<file path="config.mk">
export PLATFORM = sky130hd
export DESIGN_NAME = rv32i_multicycle_ctrl
export DESIGN_NICKNAME = d
export VERILOG_FILES = /design/src/rtl/rv32i_ctrl_pkg.sv /design/src/rtl/rv32i_multicycle_ctrl_branch_cond.sv /design/src/rtl/rv32i_multicycle_ctrl.sv
export SDC_FILE = /design/constraint.sdc
export NUM_CORES = 1
export LEC_CHECK = 0
export ABC_AREA = 1
export CORE_ASPECT_RATIO = 1.4
export CORE_MARGIN = 2
export CORE_UTILIZATION = 52
export CTS_CLUSTER_SIZE = 28
export DETAILED_ROUTE_END_ITERATION = 8
export HOLD_SLACK_MARGIN = 0.12
export PLACE_DENSITY = 0.85
export SLEW_MARGIN = 10
export SYNTH_ARGS = -nofsm -noshare
export SYNTH_HDL_FRONTEND = slang
export SYNTH_SLANG_ARGS = --single-unit
</file>
<file path="constraint.sdc">
create_clock -name clk -period 2.8 [get_ports clk]
set_clock_uncertainty 0.2 [all_clocks]
set_input_delay 0.42 -clock clk [delete_from_list [all_inputs] [get_ports clk]]
set_output_delay 0.42 -clock clk [all_outputs]
set_load 0.02 [all_outputs]
</file>
<file path="src/rtl/rv32i_ctrl_pkg.sv">
// rtl/rv32i_ctrl_pkg.sv - shared state, opcode and control encodings
// Used by the multicycle RV32I control FSM.
package rv32i_ctrl_pkg;

  typedef enum logic [3:0] {
    BOOT,
    FETCH,
    DECODE,
    EXEC_R,
    EXEC_I,
    EXEC_U,
    WB_ALU,
    ADDR,
    MEM_RD,
    WB_MEM,
    MEM_WR,
    BRANCH,
    JAL,
    JALR,
    TRAP
  } state_t;

  localparam logic [6:0] OPC_OP     = 7'b0110011;
  localparam logic [6:0] OPC_OP_IMM = 7'b0010011;
  localparam logic [6:0] OPC_LOAD   = 7'b0000011;
  localparam logic [6:0] OPC_STORE  = 7'b0100011;
  localparam logic [6:0] OPC_BRANCH = 7'b1100011;
  localparam logic [6:0] OPC_JAL    = 7'b1101111;
  localparam logic [6:0] OPC_JALR   = 7'b1100111;
  localparam logic [6:0] OPC_LUI    = 7'b0110111;
  localparam logic [6:0] OPC_AUIPC  = 7'b0010111;
  localparam logic [6:0] OPC_FENCE  = 7'b0001111;
  localparam logic [6:0] OPC_SYSTEM = 7'b1110011;

  localparam logic [1:0] ALU_ADD    = 2'b00;
  localparam logic [1:0] ALU_BRANCH = 2'b01;
  localparam logic [1:0] ALU_RTYPE  = 2'b10;
  localparam logic [1:0] ALU_ITYPE  = 2'b11;

  localparam logic [1:0] SRC_A_PC   = 2'b00;
  localparam logic [1:0] SRC_A_RS1  = 2'b01;
  localparam logic [1:0] SRC_A_ZERO = 2'b10;

  localparam logic [1:0] SRC_B_RS2  = 2'b00;
  localparam logic [1:0] SRC_B_FOUR = 2'b01;
  localparam logic [1:0] SRC_B_IMM  = 2'b10;

  localparam logic [1:0] WB_ALUOUT = 2'b00;
  localparam logic [1:0] WB_MDR    = 2'b01;
  localparam logic [1:0] WB_PC     = 2'b10;

  localparam logic [1:0] CAUSE_NONE    = 2'b00;
  localparam logic [1:0] CAUSE_ILLEGAL = 2'b01;
  localparam logic [1:0] CAUSE_ECALL   = 2'b10;
  localparam logic [1:0] CAUSE_TIMEOUT = 2'b11;

endpackage

</file>
<file path="src/rtl/rv32i_multicycle_ctrl_branch_cond.sv">
// rtl/rv32i_multicycle_ctrl_branch_cond.sv - branch taken/illegal decode
// Interprets the ALU zero flag after the SUB/SLT/SLTU compare chosen by funct3.
module branch_cond (
  input  logic [2:0] funct3_i,
  input  logic       zero_i,
  output logic       taken_o,
  output logic       illegal_o
);

  always_comb begin
    taken_o   = 1'b0;
    illegal_o = 1'b0;
    case (funct3_i)
      // BEQ on SUB, BGE/BGEU when SLT/SLTU produced 0
      3'b000, 3'b101, 3'b111: taken_o = zero_i;
      3'b001, 3'b100, 3'b110: taken_o = !zero_i;
      default:                illegal_o = 1'b1;
    endcase
  end

endmodule

</file>
<file path="src/rtl/rv32i_multicycle_ctrl.sv">
// rtl/rv32i_multicycle_ctrl.sv - main control FSM of the multicycle RV32I core
// Moore-decoded strobes, with memory-handshake gating and a wait-cycle timeout trap.
module rv32i_multicycle_ctrl
  import rv32i_ctrl_pkg::*;
#(
  parameter int unsigned TIMEOUT_CYCLES = 255
) (
  input  logic       clk,
  input  logic       rst,
  input  logic [6:0] opcode,
  input  logic [2:0] funct3,
  input  logic       zero,
  input  logic       mem_ready,
  output logic [1:0] Alu_op,
  output logic [1:0] alu_src_a,
  output logic [1:0] alu_src_b,
  output logic       pc_write,
  output logic       pc_src,
  output logic       ir_write,
  output logic       iord,
  output logic       mem_read,
  output logic       mem_write,
  output logic       reg_write,
  output logic [1:0] wb_sel,
  output logic       instr_done,
  output logic       trap,
  output logic [1:0] trap_cause
);

  // Counter holds completed wait cycles; the limit cycle itself traps.
  localparam int unsigned CNT_W = (TIMEOUT_CYCLES > 1) ? $clog2(TIMEOUT_CYCLES) : 1;
  localparam logic [CNT_W-1:0] CNT_LIMIT = CNT_W'(TIMEOUT_CYCLES - 1);

  state_t           state_q, state_d;
  logic [CNT_W-1:0] cnt_q, cnt_d;
  logic [1:0]       cause_q, cause_d;
  logic             mem_wait;
  logic             timeout_hit;
  logic             br_taken;
  logic             br_illegal;

  branch_cond u_branch_cond (
    .funct3_i  (funct3),
    .zero_i    (zero),
    .taken_o   (br_taken),
    .illegal_o (br_illegal)
  );

  assign mem_wait    = ((state_q == FETCH) || (state_q == MEM_RD) || (state_q == MEM_WR)) && !mem_ready;
  assign timeout_hit = mem_wait && (cnt_q == CNT_LIMIT);
  assign trap_cause  = cause_q;

  always_comb begin
    cnt_d = '0;
    if (mem_wait && !timeout_hit) begin
      cnt_d = cnt_q + CNT_W'(1);
    end
  end

  always_comb begin
    state_d    = state_q;
    cause_d    = cause_q;
    Alu_op     = ALU_ADD;
    alu_src_a  = SRC_A_PC;
    alu_src_b  = SRC_B_RS2;
    pc_write   = 1'b0;
    pc_src     = 1'b0;
    ir_write   = 1'b0;
    iord       = 1'b0;
    mem_read   = 1'b0;
    mem_write  = 1'b0;
    reg_write  = 1'b0;
    wb_sel     = WB_ALUOUT;
    instr_done = 1'b0;
    trap       = 1'b0;

    case (state_q)
      BOOT: state_d = FETCH;

      FETCH: begin
        mem_read  = 1'b1;
        alu_src_b = SRC_B_FOUR;
        if (mem_ready) begin
          ir_write = 1'b1;
          pc_write = 1'b1;
          state_d  = DECODE;
        end else if (timeout_hit) begin
          state_d = TRAP;
          cause_d = CAUSE_TIMEOUT;
        end
      end

      DECODE: begin
        alu_src_b = SRC_B_IMM;
        case (opcode)
          OPC_OP:               state_d = EXEC_R;
          OPC_OP_IMM:           state_d = EXEC_I;
          OPC_LOAD, OPC_STORE:  state_d = ADDR;
          OPC_BRANCH:           state_d = BRANCH;
          OPC_JAL:              state_d = JAL;
          OPC_JALR:             state_d = JALR;
          OPC_LUI, OPC_AUIPC:   state_d = EXEC_U;
          OPC_FENCE: begin
            instr_done = 1'b1;
            state_d    = FETCH;
          end
          OPC_SYSTEM: begin
            state_d = TRAP;
            cause_d = CAUSE_ECALL;
          end
          default: begin
            state_d = TRAP;
            cause_d = CAUSE_ILLEGAL;
          end
        endcase
      end

      EXEC_R: begin
        alu_src_a = SRC_A_RS1;
        Alu_op    = ALU_RTYPE;
        state_d   = WB_ALU;
      end

      EXEC_I: begin
        alu_src_a = SRC_A_RS1;
        alu_src_b = SRC_B_IMM;
        Alu_op    = ALU_ITYPE;
        state_d   = WB_ALU;
      end

      EXEC_U: begin
        alu_src_a = (opcode == OPC_LUI) ? SRC_A_ZERO : SRC_A_PC;
        alu_src_b = SRC_B_IMM;
        state_d   = WB_ALU;
      end

      WB_ALU: begin
        reg_write  = 1'b1;
        instr_done = 1'b1;
        state_d    = FETCH;
      end

      ADDR: begin
        alu_src_a = SRC_A_RS1;
        alu_src_b = SRC_B_IMM;
        state_d   = (opcode == OPC_STORE) ? MEM_WR : MEM_RD;
      end

      MEM_RD: begin
        mem_read = 1'b1;
        iord     = 1'b1;
        if (mem_ready) begin
          state_d = WB_MEM;
        end else if (timeout_hit) begin
          state_d = TRAP;
          cause_d = CAUSE_TIMEOUT;
        end
      end

      WB_MEM: begin
        reg_write  = 1'b1;
        wb_sel     = WB_MDR;
        instr_done = 1'b1;
        state_d    = FETCH;
      end

      MEM_WR: begin
        mem_write = 1'b1;
        iord      = 1'b1;
        if (mem_ready) begin
          instr_done = 1'b1;
          state_d    = FETCH;
        end else if (timeout_hit) begin
          state_d = TRAP;
          cause_d = CAUSE_TIMEOUT;
        end
      end

      BRANCH: begin
        alu_src_a = SRC_A_RS1;
        Alu_op    = ALU_BRANCH;
        pc_src    = 1'b1;
        if (br_illegal) begin
          state_d = TRAP;
          cause_d = CAUSE_ILLEGAL;
        end else begin
          pc_write   = br_taken;
          instr_done = 1'b1;
          state_d    = FETCH;
        end
      end

      // Target was formed in DECODE and sits in ALUOut
      JAL: begin
        pc_write   = 1'b1;
        pc_src     = 1'b1;
        reg_write  = 1'b1;
        wb_sel     = WB_PC;
        instr_done = 1'b1;
        state_d    = FETCH;
      end

      JALR: begin
        alu_src_a  = SRC_A_RS1;
        alu_src_b  = SRC_B_IMM;
        pc_write   = 1'b1;
        reg_write  = 1'b1;
        wb_sel     = WB_PC;
        instr_done = 1'b1;
        state_d    = FETCH;
      end

      TRAP: trap = 1'b1;

      default: state_d = BOOT;
    endcase
  end

  always_ff @(posedge clk or posedge rst) begin
    if (rst) begin
      state_q <= BOOT;
      cnt_q   <= '0;
      cause_q <= CAUSE_NONE;
    end else begin
      state_q <= state_d;
      cnt_q   <= cnt_d;
      cause_q <= cause_d;
    end
  end

endmodule

</file>
-- Word level (Yosys, flattened, before mapping)
Cells that the tools add are included.
- word-level logic and storage cells: 100
- input bits: 14
- register bits: 14
- output and inout bits: 19
- add/sub/neg operators: 1
- muxes and demuxes: 33
- reduce and logical (&&, ||, !) cells: 28
- equal/unequal tests: 35
- operator list (operator ; count):
    $pmux W4 S9 ; 1
    $pmux W4 S8 ; 1
    $eq A4 B4 Y1 const B ; 7
    $eq A7 B7 Y1 const B ; 4
    $eq A7 B6 Y1 const B ; 3
    $mux W4 ; 5
    $eq A4 B3 Y1 const B ; 4
    $pmux W2 S2 ; 4
    $reduce_or A5 Y1 ; 3
    $eq A7 B5 Y1 const B ; 2
    $eq A3 B3 Y1 const B ; 4
    $pmux W2 S3 ; 2
    $reduce_or A2 Y1 ; 6
    $reduce_or A3 Y1 ; 4
    $mux W1 ; 11
    $mux W2 ; 5
    $reduce_or A10 Y1 ; 1
    $add A8 B1 Y8 const B ; 1
    $eq A4 B2 Y1 const B ; 2
    $eq A8 B8 Y1 const B ; 1
    $mux W8 ; 1
    $eq A7 B2 Y1 const B ; 1
    $eq A7 B4 Y1 const B ; 1
    $ne A2 B2 Y1 const B ; 3
    other kinds (15) ; 20

-- Longest topological paths before layout
- depth in word-level cells: 8
- mapped depth: 10
- mapped depth without buffers: 10

-- By module
From an unflattened synthesis, not the netlist that was laid out.
- cell total of the unflattened synthesis: 199
- area total of the unflattened synthesis: 1224.9 sq um
- modules (own cells, without submodules) (module ; area an instance (sq um) ; instances ; sequential area each (sq um) ; cells an instance):
    rv32i_multicycle_ctrl ; 1182.4 ; 1 ; 350.3 ; 188
    branch_cond ; 42.5 ; 1 ; 0.0 ; 11

-- Least setup slack after synthesis
No wires, ideal clock.
- kind: reg-to-output
- start point: register state_q[3]
- end point: output port alu_src_a[1]
- slack: 0.744 ns
- arrival time: 1.436 ns
- path buffers: 0
- cell stages (with the launch flop): 6
- data required time: 2.180 ns
- cells stage by stage: dfrtp_1 inv_2 nand2_1 inv_1 nand2_1 nor4b_1
- longest elaborated chain between the ends: 3
- elaborated cells on any way between the ends: 8
- those cells by class: 6 x eq/ne; 1 x mux; 1 x reduce/logical
- ends and longest elaborated chain (element ; line ; source):
    from (decl) ; rv32i_multicycle_ctrl.sv:34 ; state_t state_q, state_d;
    from (signal assigned) ; rv32i_multicycle_ctrl.sv:225 ; state_q <= state_d;
    $eq A4 B4 Y1, or another cell as far along ; rv32i_multicycle_ctrl.sv:77 ; case (state_q)
    $reduce_or A5 Y1 (no line) ; -- ;
    $pmux W2 S2 * ; rv32i_multicycle_ctrl.sv:77 ;
    to (decl) ; rv32i_multicycle_ctrl.sv:15 ; output logic [1:0] alu_src_a,
Every way passes the cells marked *; elsewhere a longest branch is shown, timed or not.

-- Worst setup path in the final report
- start point: register state_q[1]
- end point: output port pc_write
- longest elaborated chain between the ends: 3
- elaborated cells on any way between the ends: 6
- those cells by class: 4 x eq/ne; 1 x mux; 1 x reduce/logical
- ends and longest elaborated chain (element ; line ; source):
    $eq A4 B4 Y1 ; rv32i_multicycle_ctrl.sv:77 ;
    $reduce_or A2 Y1 (no line) ; -- ;
    $pmux W1 S3 * ; rv32i_multicycle_ctrl.sv:77 ;
    to (decl) ; rv32i_multicycle_ctrl.sv:17 ; output logic pc_write,
Marked as above.

==> flow_summary.toml <==
[run_status]
status = "finished clean"

[clocking]
cts_buffers = 3
clockBufferDepth = 2
cts_tree = "yes"
clk_latency_ps = 270
cts_max_level = 1
cts_root_buf = "clkbuf_4"
cts_sinks = 14
path_clk_slew_ps = 70

[logic_synthesis]
yosys.area_share.simple_pct = 48.8
synthXorXnorAreaFrac_pct = 3.49
yosysSeqAreaShare_pct = 27.9
netlist_area_sq_um = 1260
synth_cell_types = 29
ys.warnings.count = 0
synth_fa_ha_area_share_pct = 1.99
synth-seq-cells = 14
synth_top_family_by_area = "simple AND/OR/NAND/NOR gates"
syn_area_per_cell_sq_um = 6.41
synth_nets = 212
synth_compound_area_share_pct = 7.97
synth_cells = 196
synth_mux_area_share_pct = 0

[finish]
fin_area_sq_um = 1650
fill_cells = 207
drive_gt1_share_pct = 14.2
num_antenna_cells = 0
fin_util_pct = 70.5
layout_commonest_cell = "nand2_1"
finalNetCount = 251
layout_common_cells = "49 x nand2_1, 30 x nor2_1, 30 x clkdlybuf4s50_1"
instances_no_fill = 256
syn_to_final_growth_pct = 31.2

[floorplanning]
die_w_um = 45.5
io_pins = 33
core_sq_um = 2340
die_area_sq_um = 2830
num_rows = 21
die_y_um = 62.2
initial_core_util_pct = 53.7

[hold_path]
min_path_type = "input pin to asynchronous set/reset pin"

[worst_setup_path]
required_ps = 2180
cp_max_fo = 5
crit_path_end_kind = "output pin"
cpMaxStageDelayCell = "clkdlybuf4s50_1"
r2r-start = "cnt_q[0]"
r2r_slack_ps = 1120
ff2ff_path_depth = 9
cp_common_cell = "nor2_4"
path_class = "flop to output pin"
max_stage_delay_ps = 600
rr_endpoint = "trap_cause[1]"
start_kind = "flop"
critPathArrivalTime_ps = 2030
path_cells = "nand2_2 -> nor2_4 -> inv_2 -> nor2_4 -> nand2_1 -> nand3_1 -> clkdlybuf4s50_1"

[placement]
port_buffers = 32
dp.cells = 253
gp_congestion = 0.963
dpl.hpwl_um = 2540
place_area_sq_um = 1620

[routing]
wl_per_cell_um = 11.9
wl_um = 3040
first_iter_violations = 37
vias = 1349
via_per_inst = 5.27
drcViolationCount = 0
antenna_left = 0
first_pass_iters = 5

[sta]
fin_crit_sh_pct = 94.7
final-setup-viol-count = 0
hold_viol = 0
period_needed_ps = 2650
slew_violations = 0
tightestPinTransition_ps = 503
max-slew-margin-rel_pct = 66.4
max_freq_ghz = 0.377
rsz0062_at_grt = "false"
fin_setup_tns_ps = 0
holdWs_ps = 279

[global_route]
grt_pass1_wl_um = 5260
antenna_found_initial = 0
overflow = 0
grt_pass1_vias = 1305
grt_util_all_layers_pct = 24.3
grt_max_degree = 15

[pwr]
ir_drop_v = 0.000602
power_density_nw_per_um2 = 824
leakage_nw = 0.873

[flow_run]
maxCapViolCount = 0
[what timing repair did]
action | in CTS | in global routing
hold buffers | 0 | 0
hold endpoints to repair | 0 | 0
setup endpoints to repair | 0 | 2
resized for setup | 0 | 2
buffers inserted | 0 | 0
[state kept, by name, indices dropped and copies added (netlist names)]
| register | count |
|---|---|
| cnt_q | 8 |
| state_q | 4 |
| trap_cause | 2 |
[worst max path at each step]
stage                           from            to  slack, ps  depth (start not counted)
after floorplan           state_q[3]  alu_src_a[1]        740                          5
after global placement     opcode[2]  alu_src_a[1]        160                          4
after detailed placement   opcode[4]    instr_done        100                          7
after CTS                  opcode[4]    instr_done        110                          7
after global routing      state_q[1]      pc_write         30                          7
final                     state_q[1]      pc_write        150                          7
[through the flow]
stage	setup slack (ps)	total power [W]
final	150	0.00136
after global routing	32.2	0.00148
after global placement	157	0.00125
after CTS	110	0.00137
after floorplan	744	0.000922
after detailed placement	100	0.00126
[layout make-up]
| class | instances | area (sq um) | area share (%) |
|---|---|---|---|
| multi-input cells | 149 | 782 | 47.5 |
| flip-flops and latches | 14 | 350 | 21.3 |
| repair buffers | 34 | 340 | 20.7 |
| inverters | 33 | 124 | 7.52 |
| well taps | 23 | 28.8 | 1.75 |
| clock buffers | 3 | 22.5 | 1.37 |
[cells in the mapped netlist]
| cell type | count | area, sq um |
|---|---|---|
| a21oi_1 | 4 | 20.0 |
| nor2_2 | 4 | 25.0 |
| dfrtp_1 | 14 | 350 |
| nand2_2 | 7 | 43.8 |
| nor3b_2 | 3 | 37.5 |
| o21ai_0 | 7 | 35.0 |
| nor2_1 | 30 | 113 |
| xnor2_1 | 4 | 35.0 |
| a22oi_1 | 1 | 7.51 |
| xor2_1 | 1 | 8.76 |
| o21ai_2 | 1 | 8.76 |
| o21ai_1 | 1 | 5.00 |
| nand3_1 | 17 | 85.1 |
| o21bai_1 | 1 | 7.51 |
| nand2_4 | 1 | 11.3 |
| nand2_1 | 49 | 184 |
| o211ai_1 | 1 | 7.51 |
| nor4b_1 | 1 | 8.76 |
| nand3_2 | 1 | 10.0 |
| nand3b_1 | 2 | 15.0 |
| nor3_1 | 2 | 10.0 |
| a21oi_2 | 1 | 8.76 |
| clkinv_1 | 1 | 3.75 |
| nand4_1 | 3 | 18.8 |
| inv_1 | 26 | 97.6 |
| nor4_1 | 1 | 6.26 |
| nor2_4 | 4 | 45.0 |
| ha_1 | 2 | 25.0 |
| inv_2 | 6 | 22.5 |
[worst max-delay path, delay by kind of cell (launching register included)]
kind	cells	cell delay (ps)
flip-flops	1	500
buffers and inverters	2	670
AND/OR/NAND/NOR	5	570
[kinds of logic after synthesis]
logic type               after synthesis
XOR/XNOR                               5
AO/OA/AOI/OAI                         17
adder cells (fa/ha/maj)                2
flip-flops                            14
buffers and inverters                 33
AND/OR/NAND/NOR                      125
[per-layer routing]
metal  routed length, um  track usage, %
met4                  38            8.46
met1                1170            25.2
met3                 110            1.74
met5                   0               0
met2                1720            46.7
[power by group]
group	internal, W	total [W]	switching [W]
Sequential	0.000251	0.000305	0.0000540
Clock	0.0000498	0.000107	0.0000567
Combinational	0.000379	0.000947	0.000567
Note: power is estimated with default switching activity, not from simulation.
